===== config.mk =====
export PLATFORM = sky130hd
export DESIGN_NAME = stepmotor_profile_sequencer_flat
export DESIGN_NICKNAME = d
export VERILOG_FILES = /design/src/rtl/stepmotor_profile_sequencer_if.sv /design/src/rtl/stepmotor_profile_sequencer.sv /design/src/flat_wrapper.sv
export SDC_FILE = /design/constraint.sdc
export NUM_CORES = 1
export LEC_CHECK = 0
export ABC_AREA = 1
export CAP_MARGIN = 0
export CORE_MARGIN = 3
export CORE_UTILIZATION = 25
export DETAILED_ROUTE_END_ITERATION = 10
export PLACE_DENSITY = 0.38
export SLEW_MARGIN = 0
export SYNTH_ARGS = -nofsm -noshare
export SYNTH_HDL_FRONTEND = slang
export SYNTH_SLANG_ARGS = --single-unit

===== constraint.sdc =====
create_clock -name clk -period 6.4 [get_ports clk]
set_clock_uncertainty 0.15 [all_clocks]
set_input_delay 0.64 -clock clk [delete_from_list [all_inputs] [get_ports clk]]
set_output_delay 0.64 -clock clk [all_outputs]
set_load 0.02 [all_outputs]

===== src/rtl/stepmotor_profile_sequencer_if.sv =====
// Handshake and configuration bundle between the register file / bench and one axis sequencer.
// The sequencer takes the slave side; the host/channel model takes the master side.
interface stepmotor_profile_sequencer_if;
  logic        start;
  logic        abort;
  logic        dir;
  logic [15:0] cfg_total_steps;
  logic [12:0] cfg_start_period;
  logic [12:0] cfg_min_period;
  logic [12:0] cfg_delta;
  logic [7:0]  cfg_seg_pulses;
  logic        drv_int;
  logic [15:0] drv_register;
  logic [7:0]  drv_pul_num;
  logic        busy;
  logic        done;
  logic        aborted;
  logic        err;
  logic [15:0] steps_done;

  modport master (
    output start, abort, dir, cfg_total_steps, cfg_start_period, cfg_min_period,
           cfg_delta, cfg_seg_pulses, drv_int,
    input  drv_register, drv_pul_num, busy, done, aborted, err, steps_done
  );

  modport slave (
    input  start, abort, dir, cfg_total_steps, cfg_start_period, cfg_min_period,
           cfg_delta, cfg_seg_pulses, drv_int,
    output drv_register, drv_pul_num, busy, done, aborted, err, steps_done
  );
endinterface


===== src/rtl/stepmotor_profile_sequencer.sv =====
// Splits a move into pulse segments following a trapezoidal/triangular period profile and
// hands each segment to one pulse-generator channel, re-arming it between segments.
module stepmotor_profile_sequencer #(
  parameter logic EN_ACTIVE    = 1'b1,
  parameter int   REARM_CYCLES = 3
) (
  input  logic                          clk,
  input  logic                          reset_n,
  stepmotor_profile_sequencer_if.slave  bus
);

  typedef enum logic [2:0] {IDLE, PLAN, LOAD, ARM, RUN, UPDATE, FINISH} state_t;
  typedef enum logic [1:0] {PH_CRUISE, PH_ACCEL, PH_DECEL} phase_t;

  localparam logic [4:0] REARM = 5'(REARM_CYCLES);

  state_t      state, nextState;
  phase_t      phase, planPhase;

  logic [15:0] remSteps, rampSum, stepsDone;
  logic [12:0] period, startPer, minPer, deltaLat;
  logic [7:0]  segMax, segN, planN;
  logic        dirLat;
  logic [3:0]  armCnt;

  logic        drvEn, drvCw, drvStopN;
  logic [12:0] drvPeriod;
  logic [7:0]  drvPulNum;
  logic        busyR, doneR, abortedR, errR;

  logic        cfgValid, abortHit, armDone;
  logic [13:0] periodUp, periodDn;
  logic [12:0] planPeriod, accelPeriod;
  logic [15:0] remMinusA, rampDec;
  logic [17:0] accelNeed;

  assign cfgValid = (bus.cfg_min_period != '0) && (bus.cfg_start_period >= bus.cfg_min_period)
                 && (bus.cfg_seg_pulses != '0);
  assign abortHit = bus.abort && (state != IDLE);
  assign armDone  = ({1'b0, armCnt} + 5'd1) >= REARM;

  // Segment planning: decel once the remaining steps fit inside the ramp already built,
  // accel while there is room to ramp back down symmetrically, otherwise cruise.
  always_comb begin
    periodUp    = {1'b0, period} + {1'b0, deltaLat};
    periodDn    = {1'b0, period} - {1'b0, deltaLat};
    accelPeriod = (periodDn[13] || periodDn[12:0] < minPer) ? minPer : periodDn[12:0];
    remMinusA   = remSteps - rampSum;
    accelNeed   = {({1'b0, rampSum} + {9'b0, segMax}), 1'b0};
    rampDec     = (rampSum > {8'b0, segN}) ? rampSum - {8'b0, segN} : '0;
    planPhase   = PH_CRUISE;
    planPeriod  = period;
    planN       = segMax;
    if (remSteps <= rampSum) begin
      planPhase  = PH_DECEL;
      planPeriod = (periodUp > {1'b0, startPer}) ? startPer : periodUp[12:0];
      planN      = (remSteps < {8'b0, segMax}) ? remSteps[7:0] : segMax;
    end else if (period > minPer && {2'b0, remSteps} >= accelNeed) begin
      planPhase  = PH_ACCEL;
    end else begin
      planN      = (remMinusA < {8'b0, segMax}) ? remMinusA[7:0] : segMax;
    end
  end

  always_comb begin
    nextState = state;
    if (abortHit) nextState = IDLE;
    else begin
      case (state)
        IDLE:    if (bus.start && !bus.abort && cfgValid) nextState = PLAN;
        PLAN:    nextState = (remSteps == '0) ? FINISH : LOAD;
        LOAD:    nextState = ARM;
        ARM:     if (armDone && !bus.drv_int) nextState = RUN;
        RUN:     if (bus.drv_int) nextState = UPDATE;
        UPDATE:  nextState = PLAN;
        FINISH:  nextState = IDLE;
        default: nextState = IDLE;
      endcase
    end
  end

  always_ff @(posedge clk or negedge reset_n) begin
    if (!reset_n) state <= IDLE;
    else          state <= nextState;
  end

  always_ff @(posedge clk or negedge reset_n) begin
    if (!reset_n) begin
      remSteps <= '0; rampSum <= '0; period <= '0; stepsDone <= '0;
      startPer <= '0; minPer <= '0; deltaLat <= '0; segMax <= '0; segN <= '0;
      dirLat <= 1'b0; phase <= PH_CRUISE; armCnt <= '0;
      drvEn <= ~EN_ACTIVE; drvCw <= 1'b0; drvStopN <= 1'b0; drvPeriod <= '0; drvPulNum <= '0;
      busyR <= 1'b0; doneR <= 1'b0; abortedR <= 1'b0; errR <= 1'b0;
    end else begin
      doneR    <= 1'b0;
      abortedR <= 1'b0;
      errR     <= 1'b0;
      if (abortHit) begin
        // Partial segment is dropped: stepsDone only advances in UPDATE.
        abortedR <= 1'b1;
        busyR    <= 1'b0;
        drvStopN <= 1'b0;
        drvEn    <= ~EN_ACTIVE;
      end else begin
        case (state)
          IDLE: if (bus.start && !bus.abort) begin
            if (!cfgValid) errR <= 1'b1;
            else begin
              startPer  <= bus.cfg_start_period;
              minPer    <= bus.cfg_min_period;
              deltaLat  <= bus.cfg_delta;
              segMax    <= bus.cfg_seg_pulses;
              dirLat    <= bus.dir;
              remSteps  <= bus.cfg_total_steps;
              rampSum   <= '0;
              period    <= bus.cfg_start_period;
              stepsDone <= '0;
              busyR     <= 1'b1;
            end
          end
          PLAN: if (remSteps != '0) begin
            segN   <= planN;
            phase  <= planPhase;
            period <= planPeriod;
          end
          LOAD: begin
            drvEn     <= EN_ACTIVE;
            drvCw     <= dirLat;
            drvStopN  <= 1'b0;
            drvPeriod <= period;
            drvPulNum <= segN;
            armCnt    <= '0;
          end
          ARM: begin
            if (armCnt != 4'hF) armCnt <= armCnt + 4'd1;
            if (armDone && !bus.drv_int) drvStopN <= 1'b1;
          end
          RUN: if (bus.drv_int) drvStopN <= 1'b0;
          UPDATE: begin
            stepsDone <= stepsDone + {8'b0, segN};
            remSteps  <= remSteps - {8'b0, segN};
            if (phase == PH_ACCEL) begin
              rampSum <= rampSum + {8'b0, segN};
              period  <= accelPeriod;
            end else if (phase == PH_DECEL) begin
              rampSum <= rampDec;
            end
          end
          FINISH: begin
            doneR <= 1'b1;
            busyR <= 1'b0;
            drvEn <= ~EN_ACTIVE;
          end
          default: ;
        endcase
      end
    end
  end

  assign bus.drv_register = {drvEn, drvCw, drvStopN, drvPeriod};
  assign bus.drv_pul_num  = drvPulNum;
  assign bus.busy         = busyR;
  assign bus.done         = doneR;
  assign bus.aborted      = abortedR;
  assign bus.err          = errR;
  assign bus.steps_done   = stepsDone;

endmodule


===== src/flat_wrapper.sv =====
// flat-port wrapper written by rule: the top's interface ports become plain ports
module stepmotor_profile_sequencer_flat 
#(
  parameter logic EN_ACTIVE    = 1'b1,
  parameter int   REARM_CYCLES = 3
)
  (clk, reset_n, bus_start, bus_abort, bus_dir, bus_cfg_total_steps, bus_cfg_start_period, bus_cfg_min_period, bus_cfg_delta, bus_cfg_seg_pulses, bus_drv_int, bus_drv_register, bus_drv_pul_num, bus_busy, bus_done, bus_aborted, bus_err, bus_steps_done);
  stepmotor_profile_sequencer_if bus_i ();
  input  logic clk;
  input  logic reset_n;
  input wire logic [$bits(bus_i.start)-1:0] bus_start;
  input wire logic [$bits(bus_i.abort)-1:0] bus_abort;
  input wire logic [$bits(bus_i.dir)-1:0] bus_dir;
  input wire logic [$bits(bus_i.cfg_total_steps)-1:0] bus_cfg_total_steps;
  input wire logic [$bits(bus_i.cfg_start_period)-1:0] bus_cfg_start_period;
  input wire logic [$bits(bus_i.cfg_min_period)-1:0] bus_cfg_min_period;
  input wire logic [$bits(bus_i.cfg_delta)-1:0] bus_cfg_delta;
  input wire logic [$bits(bus_i.cfg_seg_pulses)-1:0] bus_cfg_seg_pulses;
  input wire logic [$bits(bus_i.drv_int)-1:0] bus_drv_int;
  output wire logic [$bits(bus_i.drv_register)-1:0] bus_drv_register;
  output wire logic [$bits(bus_i.drv_pul_num)-1:0] bus_drv_pul_num;
  output wire logic [$bits(bus_i.busy)-1:0] bus_busy;
  output wire logic [$bits(bus_i.done)-1:0] bus_done;
  output wire logic [$bits(bus_i.aborted)-1:0] bus_aborted;
  output wire logic [$bits(bus_i.err)-1:0] bus_err;
  output wire logic [$bits(bus_i.steps_done)-1:0] bus_steps_done;
  assign bus_i.start = bus_start;
  assign bus_i.abort = bus_abort;
  assign bus_i.dir = bus_dir;
  assign bus_i.cfg_total_steps = bus_cfg_total_steps;
  assign bus_i.cfg_start_period = bus_cfg_start_period;
  assign bus_i.cfg_min_period = bus_cfg_min_period;
  assign bus_i.cfg_delta = bus_cfg_delta;
  assign bus_i.cfg_seg_pulses = bus_cfg_seg_pulses;
  assign bus_i.drv_int = bus_drv_int;
  assign bus_drv_register = bus_i.drv_register;
  assign bus_drv_pul_num = bus_i.drv_pul_num;
  assign bus_busy = bus_i.busy;
  assign bus_done = bus_i.done;
  assign bus_aborted = bus_i.aborted;
  assign bus_err = bus_i.err;
  assign bus_steps_done = bus_i.steps_done;
  stepmotor_profile_sequencer #(.EN_ACTIVE(EN_ACTIVE), .REARM_CYCLES(REARM_CYCLES)) u_core (.clk(clk), .reset_n(reset_n), .bus(bus_i));
endmodule

# --- Word level (Yosys, flattened, before mapping) ---
# Index checks and enable logic that the tools add are counted.
totals:
  ff_bits: 154
  latch_bits: 0
  ramBits: 0
  romBits: 0
  inputBits: 69
  out_inout_bits: 44
  elab_cells: 145
  memories: 0
classes:
  addsub: 10
  multipliers: 0
  div: 0
  order_cmp: 10
  n_eq_ne: 21
  n_shift: 0
  mux: 49
  bitwise: 1
  n_reduce_logical: 32
ops:
  columns: ["operator", "n"]
  rows:
  - ["16-bit two-way mux", 7]
  - ["16-bit case mux with 2 select lines", 3]
  - ["13-bit two-way mux", 7]
  - ["13-bit case mux with 3 select lines", 1]
  - ["16-bit by 8-bit adder with 16-bit output", 2]
  - ["16-bit by 8-bit less-than comparator with 1-bit output", 2]
  - ["8-bit two-way mux", 4]
  - ["16-bit by 8-bit subtractor with 16-bit output", 2]
  - ["16-bit by 18-bit >= comparator with 1-bit output", 1]
  - ["3-bit case mux with 6 select lines", 1]
  - ["16-bit by 8-bit adder with 17-bit output", 1]
  - ["16-bit by 8-bit > comparator with 1-bit output", 1]
  - ["16-bit less-or-equal comparator", 1]
  - ["16-bit zero test", 1]
  - ["16-bit nonzero test", 1]
  - ["16-bit subtractor", 1]
  - ["1-bit two-way mux", 15]
  - ["3-bit two-way mux", 5]
  - ["3-bit by 1-bit != test with 1-bit output, second input constant", 5]
  - ["3-bit AND reduction", 5]
  - ["13-bit by 13-bit adder with 14-bit output", 1]
  - ["14-bit by 13-bit > comparator with 1-bit output", 1]
  - ["13-bit by 13-bit subtractor with 14-bit output", 1]
  - ["13-bit >= comparator", 1]
  - ["other kinds (32)", 53]

# --- Depth between registers and ports, before layout ---
# Gate-level depths: netlist of the first run.
depth:
  depth_word: 7
  mapped_depth: 27
  depth_no_buf: 25

# --- Worst setup path after synthesis of the first run ---
# Ideal clock, no wire load.
synth_path:
  kind: "reg-to-reg"
  startpoint: "register u_core.period[2]"
  endpoint: "register u_core.period[7]"
  arrival_time_ns: 3.124
  required_ns: 6.133
  path_slack_ns: 3.010
  stages_incl_launch_ff: 25
  n_path_buf: 2
  path_cell_list: "dfrtp_1 ha_1 buf_4 inv_1 a21oi_1 nand2_1 nand3_1 nand2_1 a21oi_2 xor2_1 inv_1 ha_1 a21oi_1 o21ai_0 a21oi_1 nand3_1 nand2_1 nand2_1 nand2_1 clkbuf_1 nand4_1 nand3_1 nand3_1 nand2_1 nand2_1"
synth_via:
  elab_chain_cells: 6
  elab_cells_between_ends: 11
  cone_classes: "add/sub: 2; order compare: 2; mux: 6; reduce/logical: 1"
synth_lines:
  columns: ["element", "line_no", "text"]
  rows:
  - ["start: declaration", "stepmotor_profile_sequencer.sv:21", "logic [12:0] period, startPer, minPer, deltaLat;"]
  - ["start signal: assignment", "stepmotor_profile_sequencer.sv:116", "period <= bus.cfg_start_period;"]
  - ["start signal: assignment", "stepmotor_profile_sequencer.sv:124", "period <= planPeriod;"]
  - ["start signal: assignment", "stepmotor_profile_sequencer.sv:144", "period <= accelPeriod;"]
  - ["13-bit by 13-bit adder with 14-bit output / 13-bit by 13-bit subtractor with 14-bit output (equally long branches)", "stepmotor_profile_sequencer.sv:45, stepmotor_profile_sequencer.sv:46", null]
  - ["14-bit by 13-bit > comparator with 1-bit output / 13-bit less-than comparator (equally long branches)", "stepmotor_profile_sequencer.sv:56, stepmotor_profile_sequencer.sv:47", null]
  - ["13-bit two-way mux / 1-bit logical OR (equally long branches)", "stepmotor_profile_sequencer.sv:56, stepmotor_profile_sequencer.sv:47", null]
  - ["13-bit two-way mux (on tied branches)", "stepmotor_profile_sequencer.sv:54, stepmotor_profile_sequencer.sv:47", null]
  - ["13-bit two-way mux (on tied branches)", "stepmotor_profile_sequencer.sv:121, stepmotor_profile_sequencer.sv:142", null]
  - ["13-bit case mux with 3 select lines *", "stepmotor_profile_sequencer.sv:105", "case (state)"]
# Mark *: on every way between the ends. The rest lies on a longest branch, timed or not. The select of a mux whose other input is x is not followed.
# A chain may end at the register's enable or synchronous reset.

# --- Final worst setup path of the first run ---
layout_path:
  startpoint: "register u_core.period[2]"
  endpoint: "register u_core.period[11]"
# The elaborated chain is that of the path after synthesis.

==> key figures, run 1 <==
Run status
  • Outcome: finished, final reports clean

Floorplan
  • DIE WIDTH: 242 um
  • Ports: 113
  • Die Ht: 242 um
  • Site row count: 85
  • Initial Util: 25.6%
  • Core area: 54500 um2
  • Total die area: 58600 um2

Drt
  • Final WL: 53.1 mm
  • Via count: 13400
  • TritonRoute pass-1 iters: 7
  • Average vias per placed instance: 4.75
  • Wire length per cell: 18.8 um
  • Final antenna-violating net count: 0
  • DR iter-0 viols: 913
  • DRC: 0

Synth
  • Post-synthesis xor/xnor area fraction: 3.90%
  • Post-synth top area cell: dfrtp_1
  • Synth top area cells: dfrtp_1 28%, ha_1 15%, nand2_1 14%, inv_1 8.0%, o21ai_0 5.1%
  • Syn. warnings: 0
  • Synth cell types: 56
  • Seq/Total Area, Yosys: 27.7%
  • Synth top area share: 27.7%
  • Adder-cell share of the synthesized area: 15.9%
  • Most used flip-flop cell after synthesis: dfrtp_1
  • Synthesized area: 13900 um2
  • Most frequent cell after synthesis: nand2_1
  • Post-synthesis mux area share: 0%
  • Largest family of logic cells by synthesized area: simple AND/OR/NAND/NOR gates
  • Post-synthesis area per instance: 6.98 um2
  • Synth Instances: 1997
  • FFs w/ async S/R, synth: 100%
  • Post-synth net total: 2238
  • Area fraction in compound gates after synthesis: 14.9%
  • Post-synth top cells: 516 x nand2_1, 296 x inv_1, 164 x ha_1
  • Post-Synth Simple-Gate Area: 27.0%
  • #FFs+latches synth: 154
  • Number of flops mapped to enable cells by yosys: 0

Pwr
  • Leakage power: 8.13 nW
  • Max rail drop VDD: 0.332 mV
  • P per Cell Area: 603 nW/um2

Worst setup path
  • Worst setup EP type: register
  • Critical path data arrival time: 4860 ps
  • Worst reg-to-reg path cell count: 17
  • Reg-to-Reg Start: u_core.period[2]
  • WP data required: 6600 ps
  • CP max FO: 20
  • Critical path class: reg -> reg
  • Worst setup SP type: register
  • Start point of the critical path: u_core.period[2]
  • Flop-to-flop setup slack: 1740 ps
  • R2r endpoint: u_core.period[11]
  • Crit path to: u_core.period[11]

Clock network
  • Postcts setup bufs: 0
  • CTS hold repair buffers: 0
  • Clock-pin slew on the worst setup and hold paths: 70 ps
  • Clock Tree Buf Depth: 2
  • Clock sinks: 154
  • Post-cts sizing count: 0
  • CTS root buf: clkbuf_16
  • Clk_lat worst skew: 460 ps
  • CTS tree: built
  • CTS buffer count: 17
  • CTS H-Tree Depth: 4

STA
  • Final Cycle Share: 72.8%
  • Final Setup Violations: 0
  • Slew Viols, Final: 0
  • Final min period: 4660 ps
  • Worst-margin pin slew: 1060 ps
  • Fmax: 215 MHz
  • Setup TNS: 0 ps
  • Slew margin rel.: 29.1%
  • RSZ-0062 raised after global routing: no
  • Final hold vios: 0

Finish
  • Area growth from synthesis to layout: 17.3%
  • Share of cells above drive strength 1: 4.40%
  • Nets: 2317
  • Final Core Density: 30.0%

Min path
  • Hold Path Class: in -> async

Global routing
  • Largest net degree at the start of global routing: 67
  • First-pass GRT wire length: 81.6 mm
  • Initial antenna violation count: 2
  • Total gr overflow: 0
  • Vias in the first global route: 13200
  • GRT Overall Usage: 18.1%

Placement
  • I/O Buffers: 112
  • Placer Congestion: 0.887
  • DP HPWL: 42.4 mm

Flow run
  • Maxcap violations: 0
-- power by group --
part           switching (W)  leakage [nW]  internal (W)
clock               0.000519         0.302      0.000630
sequential          0.000523          1.96       0.00135
combinational        0.00451          5.86       0.00233
-- flip-flops by register name (all words and copies together) (netlist names), 2 cells and up --
name	cells
u_core.deltaLat	13
u_core.period	13
u_core.minPer	13
u_core.rampSum	16
u_core.phase	2
u_core.drvPeriod	13
u_core.state	3
u_core.bus.steps_done	16
u_core.segN	8
u_core.bus.drv_pul_num	8
u_core.startPer	13
u_core.armCnt	4
u_core.segMax	8
u_core.remSteps	16
-- layout make-up --
cell class | count | area [um2]
Clock inverter | 15 | 200
Multi-Input combinational cell | 1473 | 8600
Sequential cell | 154 | 3850
Clock buffer | 17 | 425
Antenna cell | 1 | 2.50
Fill cell | 6057 | 38100
Timing Repair Buffer | 120 | 1180
Inverter | 310 | 1160
Tap cell | 739 | 925
-- through the flow --
| stage | area [um2] | hold WS (ps) | setup WS (ps) | cells | total power (W) |
|---|---|---|---|---|---|
| floorplan | 13900 | 194 | 3010 | 1997 | 0.00659 |
| global placement | 15700 | 307 | 1740 | 2796 | 0.00869 |
| detailed placement | 15700 | 316 | 1750 | 2796 | 0.00868 |
| CTS | 16300 | 63.8 | 1710 | 2828 | 0.00989 |
| global route | 16300 | 83.8 | 1400 | 2828 | 0.0109 |
| finish | 16300 | 33.0 | 1740 | 2829 | 0.00986 |
-- routing by layer --
metal  routed length, um  GRT usage, %  part of all wire, %
met5                  17             0                0.032
met3                2470          3.45                  4.6
met4                1280          5.30                  2.4
met1               26000          25.4                   49
met2               23400          28.0                   44
-- placed cells by master (no fill, tap or decap), types with 4 or more instances in the layout --
master / n
nor3_1: 20
dfrtp_1: 154
nor2_1: 115
o21ai_0: 142
o21ai_1: 26
nand3_1: 117
a31oi_1: 14
xor2_1: 56
fa_1: 8
nand2_1: 516
ha_1: 164
o21bai_1: 6
nor2_4: 4
clkbuf_16: 17
a21oi_1: 122
o211ai_1: 16
nand3b_1: 4
o22ai_1: 9
nand2_2: 7
xnor2_1: 6
inv_2: 14
nor2_2: 7
inv_1: 295
a22oi_1: 10
or2_2: 6
nand4_1: 42
buf_4: 8
inv_6: 6
o31ai_1: 6
clkdlybuf4s50_1: 111
nor4_1: 12
-- critical path: stages, from the launching register on --
cell      delay [ps]
dfrtp_1          440
ha_1             470
nand2_1           80
o21ai_1          380
a21boi_0         230
o21ai_0          440
xor2_1           400
inv_1             80
ha_1             280
inv_1             50
o31ai_1          280
a21oi_1          110
nand2_1           70
nand2_1          380
o21ai_0          440
nand3_1          130
nand2_1           70
nand2_1           50
-- logic make-up (layout without fill, tap and decap cells) --
family	Yosys count	after routing
AO/OA/AOI/OAI	374	374
XOR/XNOR	62	62
adder cells (fa/ha/maj)	172	172
buffers and inverters	370	462
flip-flops	154	154
other	0	1
AND/OR/NAND/NOR	865	865
-- worst min path at each step --
stage,slack (ps),endpoint,depth (start not counted)
floorplan,190,u_core.armCnt[0],0
global placement,310,u_core.drvPeriod[11],2
detailed placement,320,u_core.drvPeriod[3],2
CTS,60,u_core.drvPeriod[8],1
global route,80,u_core.bus.steps_done[8],1
finish,30,u_core.bus.steps_done[15],1
(Power assumes the default switching activity.)
==> run 2, diff against run 1 <==
--- a/config.mk
+++ b/config.mk
@@ -10,7 +10,7 @@
 export CORE_MARGIN = 3
 export CORE_UTILIZATION = 25
 export DETAILED_ROUTE_END_ITERATION = 10
-export PLACE_DENSITY = 0.38
+export PLACE_DENSITY = 0.39
 export SLEW_MARGIN = 0
 export SYNTH_ARGS = -nofsm -noshare
 export SYNTH_HDL_FRONTEND = slang
==> constraint.sdc (replaced) <==
create_clock -name clk -period 3.85 [get_ports clk]
set_clock_uncertainty 0.15 [all_clocks]
set_input_delay 0.385 -clock clk [delete_from_list [all_inputs] [get_ports clk]]
set_output_delay 0.385 -clock clk [all_outputs]
set_load 0.02 [all_outputs]
==> key figures, run 2 (same netlist as run 1, synthesis figures left out) <==
Run status
  • Outcome: finished, final reports clean

Floorplan
  • Ports: 113 (unchanged)
  • Core area: 54500 um2 (unchanged)
  • Die Ht: 242 um (unchanged)
  • Site row count: 85 (unchanged)
  • Initial Util: 25.6% (unchanged)
  • DIE WIDTH: 242 um (unchanged)
  • Total die area: 58600 um2 (unchanged)

Finish
  • Most common cell after layout, fill and taps aside: nand2_1
  • Area growth from synthesis to layout: 22.8%
  • Most frequent cells in the layout: 508 x nand2_1, 293 x inv_1, 156 x ha_1
  • Layout Cells excl Fill: 2905 (+2.7%)
  • Antenna Cells: 0 (-1)
  • Nets: 2394 (+3.3%)
  • Final Core Density: 31.4% (+1.4 points)
  • Share of cells above drive strength 1: 10.1% (+5.7 points)

Clock network
  • Clock sinks: 154 (unchanged)
  • Clk_lat worst skew: 460 ps (about the same)
  • CTS tree: built
  • Clock-pin slew on the worst setup and hold paths: 70 ps (about the same)
  • CTS root buf: clkbuf_16
  • CTS H-Tree Depth: 4 (unchanged)
  • CTS buffer count: 17 (unchanged)
  • Clock Tree Buf Depth: 2 (unchanged)

Pwr
  • P per Cell Area: 1040 nW/um2 (+73%)
  • Total Power: 0.0178 W (+81%)
  • Leakage power: 8.47 nW (+4.3%)
  • Max rail drop VDD: 0.431 mV (+30%)

Global routing
  • Initial antenna violation count: 1 (-1)
  • Largest net degree at the start of global routing: 75 (+12%)
  • Vias in the first global route: 13500 (+2.2%)
  • GRT Overall Usage: 18.8% (+0.68 points)
  • Total gr overflow: 0 (unchanged)
  • First-pass GRT wire length: 83.8 mm (+2.6%)

Min path
  • Hold Path Class: reg -> reg
  • Worst hold start: u_core.drvPeriod[5]
  • WHS Path Cells: 2
  • Hold Path End: u_core.drvPeriod[5]

Flow run
  • Maxcap violations: 0 (unchanged)

Drt
  • Final WL: 55.5 mm (+4.5%)
  • Via count: 13700 (+1.9%)
  • Wire length per cell: 19.1 um (+1.8%)
  • TritonRoute pass-1 iters: 5 (-2)
  • Final antenna-violating net count: 0 (unchanged)
  • Average vias per placed instance: 4.71 (-0.78%)
  • DRC: 0 (unchanged)
  • DR iter-0 viols: 826 (-9.5%)

STA
  • Slew Viols, Final: 0 (unchanged)
  • Slew margin rel.: 45.0% (+16 points)
  • RSZ-0062 raised after global routing: yes
  • Hold WS: 323 ps (+290 ps)
  • Final Cycle Share: 94.8% (+22 points)
  • Final hold vios: 0 (unchanged)
  • Fmax: 274 MHz (+28%)
  • Worst-margin pin slew: 825 ps (-234 ps)
  • Final min period: 3650 ps (-1010 ps)
  • Final Setup Violations: 0 (unchanged)

Worst setup path
  • WP data required: 4050 ps (-2550 ps)
  • Worst setup SP type: register
  • Worst reg-to-reg path cell count: 21 (+4)
  • Flop-to-flop setup slack: 200 ps (-1540 ps)
  • Critical path class: reg -> reg
  • CP max FO: 8 (-60%)
  • R2r endpoint: u_core.period[9]
  • Worst setup EP type: register
  • Critical path data arrival time: 3850 ps (-1010 ps)
  • Reg-to-Reg Start: u_core.period[6]

Placement
  • Placer Congestion: 0.890 (+0.39%)
  • I/O Buffers: 112 (unchanged)
  • Placed cells: 2862 (+2.4%)
  • DP HPWL: 45.1 mm (+6.4%)
-- run 2: layer usage --
| layer | up-vias | GRT usage [%] | routed length (um) |
|---|---|---|---|
| li1 | 6855 | - | - |
| met1 | 6461 | 25.6 | 26800 |
| met2 | 297 | 30.1 | 24900 |
| met3 | 78 | 2.94 | 2100 |
| met4 | 2 | 6.47 | 1680 |
| met5 | - | 0 | 13 |
-- run 2: worst max path at each step --
stage	from	end	slack (ps)	cells past startpoint
detailed placement	u_core.period[1]	u_core.period[0]	-30	23
global placement	u_core.period[1]	u_core.period[0]	10	22
floorplan	u_core.period[2]	u_core.period[7]	460	24
CTS	u_core.deltaLat[0]	u_core.period[0]	7	24
global route	u_core.deltaLat[2]	u_core.period[9]	-80	24
finish	u_core.period[6]	u_core.period[9]	200	21
-- run 2: power breakdown --
part / internal (W) / switching [W] / leakage [nW]
Sequential: 0.00226 / 0.000617 / 1.95
Combinational: 0.00489 / 0.00841 / 6.27
Clock: 0.000835 / 0.000784 / 0.248
Total: 0.00799 / 0.00981 / 8.47
-- run 2: cell type report --
class | instances | area [um2]
inverter | 310 | 1160
timing repair buffer | 195 | 1780
clock inverter | 12 | 76.3
sequential | 154 | 3860
clock buffer | 20 | 447
fill | 6026 | 37300
multi-input combinational | 1475 | 8860
tap | 739 | 925
-- run 2: through the flow --
step | TNS, ps | instance area [um2] | setup WS, ps
after floorplan | 0 | 13900 | 460
after global placement | 0 | 16200 | 10.6
after detailed placement | -79.8 | 16200 | -26.2
after CTS | 0 | 16800 | 7.19
after global routing | -393 | 17100 | -81.8
final | 0 | 17100 | 200
-- run 2: critical path, cell delays in order (launching register included) --
cell     delay, ps
dfrtp_1        430
ha_2           430
nor2_1          90
a21oi_1        190
nand2_1        150
a21oi_2        230
xor2_2         210
inv_1           70
ha_1           290
a21oi_1        160
o21ai_1         80
a21oi_1        150
nand3_1         80
nand2_1         80
nand2_2         70
nand2_4        110
buf_6          140
nand4_1         80
nand3_1        120
nand3_1         80
nand2_1         60
nand2_1         60
-- run 2: timing repair --
action                                 4_1_cts  5_1_grt
cloned                                       0        2
hold buffers                                 1        0
setup endpoints to repair                   12       22
pin swaps                                    2       31
resized for setup                            3       66
endpoints found under the hold margin       71        0
buffers inserted                             1        7
==> run 3, diff against run 2 <==
--- a/config.mk
+++ b/config.mk
@@ -10,7 +10,6 @@
 export CORE_MARGIN = 3
 export CORE_UTILIZATION = 25
 export DETAILED_ROUTE_END_ITERATION = 10
-export PLACE_DENSITY = 0.39
 export SLEW_MARGIN = 0
 export SYNTH_ARGS = -nofsm -noshare
 export SYNTH_HDL_FRONTEND = slang
==> key figures, run 3 (same netlist as run 1, synthesis figures left out) <==
Placement
  • Placer Congestion: 0.939 (+5.5%)
  • Area after DPL: 16100 um2 (-0.65%)
  • DP HPWL: 40.4 mm (-10%)
  • I/O Buffers: 112 (unchanged)
  • Pre-CTS setup slack: -155 ps (-129 ps)

STA
  • Final hold vios: 0 (unchanged)
  • Slew margin rel.: 28.8% (-16 points)
  • Final worst setup slack: 178 ps (-21.2 ps)
  • Fmax: 272 MHz (-0.58%)
  • Final Setup Violations: 0 (unchanged)
  • Final min period: 3670 ps (+21.2 ps)
  • Final Cycle Share: 95.4% (+0.55 points)
  • Worst-margin pin slew: 1070 ps (+242 ps)
  • Slew Viols, Final: 0 (unchanged)

Clock network
  • Clock sinks: 154 (unchanged)
  • Clk_lat worst skew: 460 ps (about the same)
  • CTS root buf: clkbuf_16
  • CTS H-Tree Depth: 4 (unchanged)
  • CTS buffer count: 17 (unchanged)
  • Clock Tree Buf Depth: 2 (unchanged)
  • Clock-pin slew on the worst setup and hold paths: 70 ps (about the same)
  • CTS tree: built

Floorplan
  • Total die area: 58600 um2 (unchanged)
  • Site row count: 85 (unchanged)
  • DIE WIDTH: 242 um (unchanged)
  • Die Ht: 242 um (unchanged)
  • Core area: 54500 um2 (unchanged)
  • Ports: 113 (unchanged)
  • Initial Util: 25.6% (unchanged)

Drt
  • Wire length per cell: 17.4 um (-8.7%)
  • DR iter-0 viols: 1058 (+28%)
  • Final antenna-violating net count: 0 (unchanged)
  • Final WL: 50.4 mm (-9.2%)
  • DRC: 0 (unchanged)
  • TritonRoute pass-1 iters: 8 (+3)
  • Via count: 14000 (+2.2%)
  • Average vias per placed instance: 4.84 (+2.7%)

Finish
  • Area growth from synthesis to layout: 22.2%
  • Nets: 2380 (-0.58%)
  • Most frequent cells in the layout: 510 x nand2_1, 294 x inv_1, 159 x ha_1
  • Antenna Cells: 0 (unchanged)
  • Most common cell after layout, fill and taps aside: nand2_1
  • FILL cells: 5935 (-1.5%)
  • Share of cells above drive strength 1: 9.25% (-0.86 points)
  • Final std cell area, no fill: 17000 um2 (-0.45%)

Min path
  • WHS Path Cells: 2 (unchanged)
  • Hold Path Class: reg -> reg

Pwr
  • P per Cell Area: 1020 nW/um2 (-1.6%)
  • NetSw: 0.00943 W (-3.9%)
  • Switch share: 54.1% (-1.0 points)
  • Clock power share: 10.0% (+0.9 points)
  • Leakage power: 8.43 nW (-0.51%)
  • Max rail drop VDD: 0.463 mV (+7.3%)
  • Power Internal: 0.00800 W (+0.19%)
  • Comb power frac: 73.0% (-1.8 points)
  • Total Power: 0.0174 W (-2.0%)
  • Sequential power share: 17.0% (+0.8 points)

Worst setup path
  • WP data required: 4030 ps (-20 ps)
  • Critical path class: reg -> reg
  • Worst setup SP type: register
  • CP max FO: 7 (-1)
  • Worst reg-to-reg path cell count: 22 (+4.8%)
  • Worst setup EP type: register
  • Critical path data arrival time: 3850 ps (about the same)

Global routing
  • Initial antenna violation count: 1 (unchanged)
  • GRT Overall Usage: 17.1% (-1.7 points)
  • Largest net degree at the start of global routing: 85 (+13%)
  • Vias in the first global route: 13900 (+2.8%)
  • Total gr overflow: 0 (unchanged)
  • First-pass GRT wire length: 78.9 mm (-5.8%)

Run status
  • Outcome: finished, final reports clean

Flow run
  • Maxcap violations: 0 (unchanged)
-- run 3: cell types whose count changed in the layout (fill, tap and decap cells not counted), moves of 3 or more --
cell,change
clkinv_2,-5
ha_1,+3
inv_8,+3
buf_4,-12
-- run 3: cell type report --
type                       instances  area (um2)  area share (%)
sequential                       154        3860            22.7
clock inverter                    13         134           0.786
clock buffer                      19         453            2.66
multi-input combinational       1474        8820            51.8
timing repair buffer             182        1680            9.86
inverter                         310        1160            6.83
tap                              739         925            5.43
-- run 3: final timing paths --
path	endpoint	slack (ps)	from
hold reg to reg	u_core.drvPeriod[11]	330	u_core.drvPeriod[11]
min in group asynchronous	u_core.bus.done	420	reset_n
setup / recovery	u_core.period[0]	180	u_core.period[2]
hold / removal	u_core.drvPeriod[11]	330	u_core.drvPeriod[11]
max in group asynchronous	u_core.bus.steps_done[1]	2110	reset_n
setup reg to reg	u_core.period[0]	180	u_core.period[2]
-- run 3: worst max-delay path: stages (launching register included) --
cell and delay [ps]:
dfrtp_2 450, buf_4 180, ha_1 230, a21oi_2 130, nand2_2 110, nand3_1 100
nand2_2 110, a21oi_4 210, xor2_2 200, inv_1 60, ha_1 290, a21oi_1 160
o21ai_0 100, a21oi_1 140, nand3_1 90, nand2_1 70, nand2_1 80, nand2_4 130
nand3_4 140, nand2_1 110, nand3_1 70, nand3_1 100, o21ai_0 110
-- run 3: repair_timing --
action	in CTS	in global routing
endpoints found under the hold margin	81	0
pin swaps	6	15
endpoints found under the setup margin	14	22
cloned	1	0
resized for setup	10	47
hold buffers	1	0
buffers inserted	3	6
-- run 3: per-layer routing --
metal  wire length (um)  share of wire, %  global-route usage (%)  vias to the layer above
li1                   -                 -                       -                     6850
met5                 13             0.026                       0                        -
met4               1320               2.6                    5.09                        2
met3               2780               5.5                    3.54                       89
met1              22700                45                    22.1                     6622
met2              23600                47                    28.5                      435
-- run 3: power groups by stage --
stage | Combinational [W] | Clock, W | Sequential [W]
after CTS | 0.0121 | 0.00179 | 0.00296
after global placement | 0.0117 | 0 | 0.00298
final | 0.0127 | 0.00175 | 0.00297
after floorplan | 0.00807 | 0 | 0.00288
after global routing | 0.0144 | 0.00184 | 0.00303
after detailed placement | 0.0118 | 0 | 0.00298
-- run 3: per-stage QoR --
stage / std cells / setup TNS [ps] / hold slack [ps] / util [%]
final: 2891 / 0 / 326 / 31.3
after CTS: 2885 / 0 / 313 / 30.8
after global routing: 2891 / -115 / 333 / 31.3
after floorplan: 1997 / 0 / -60.6 / -
after global placement: 2848 / -142 / 306 / 29.6
after detailed placement: 2848 / -733 / 312 / 29.6
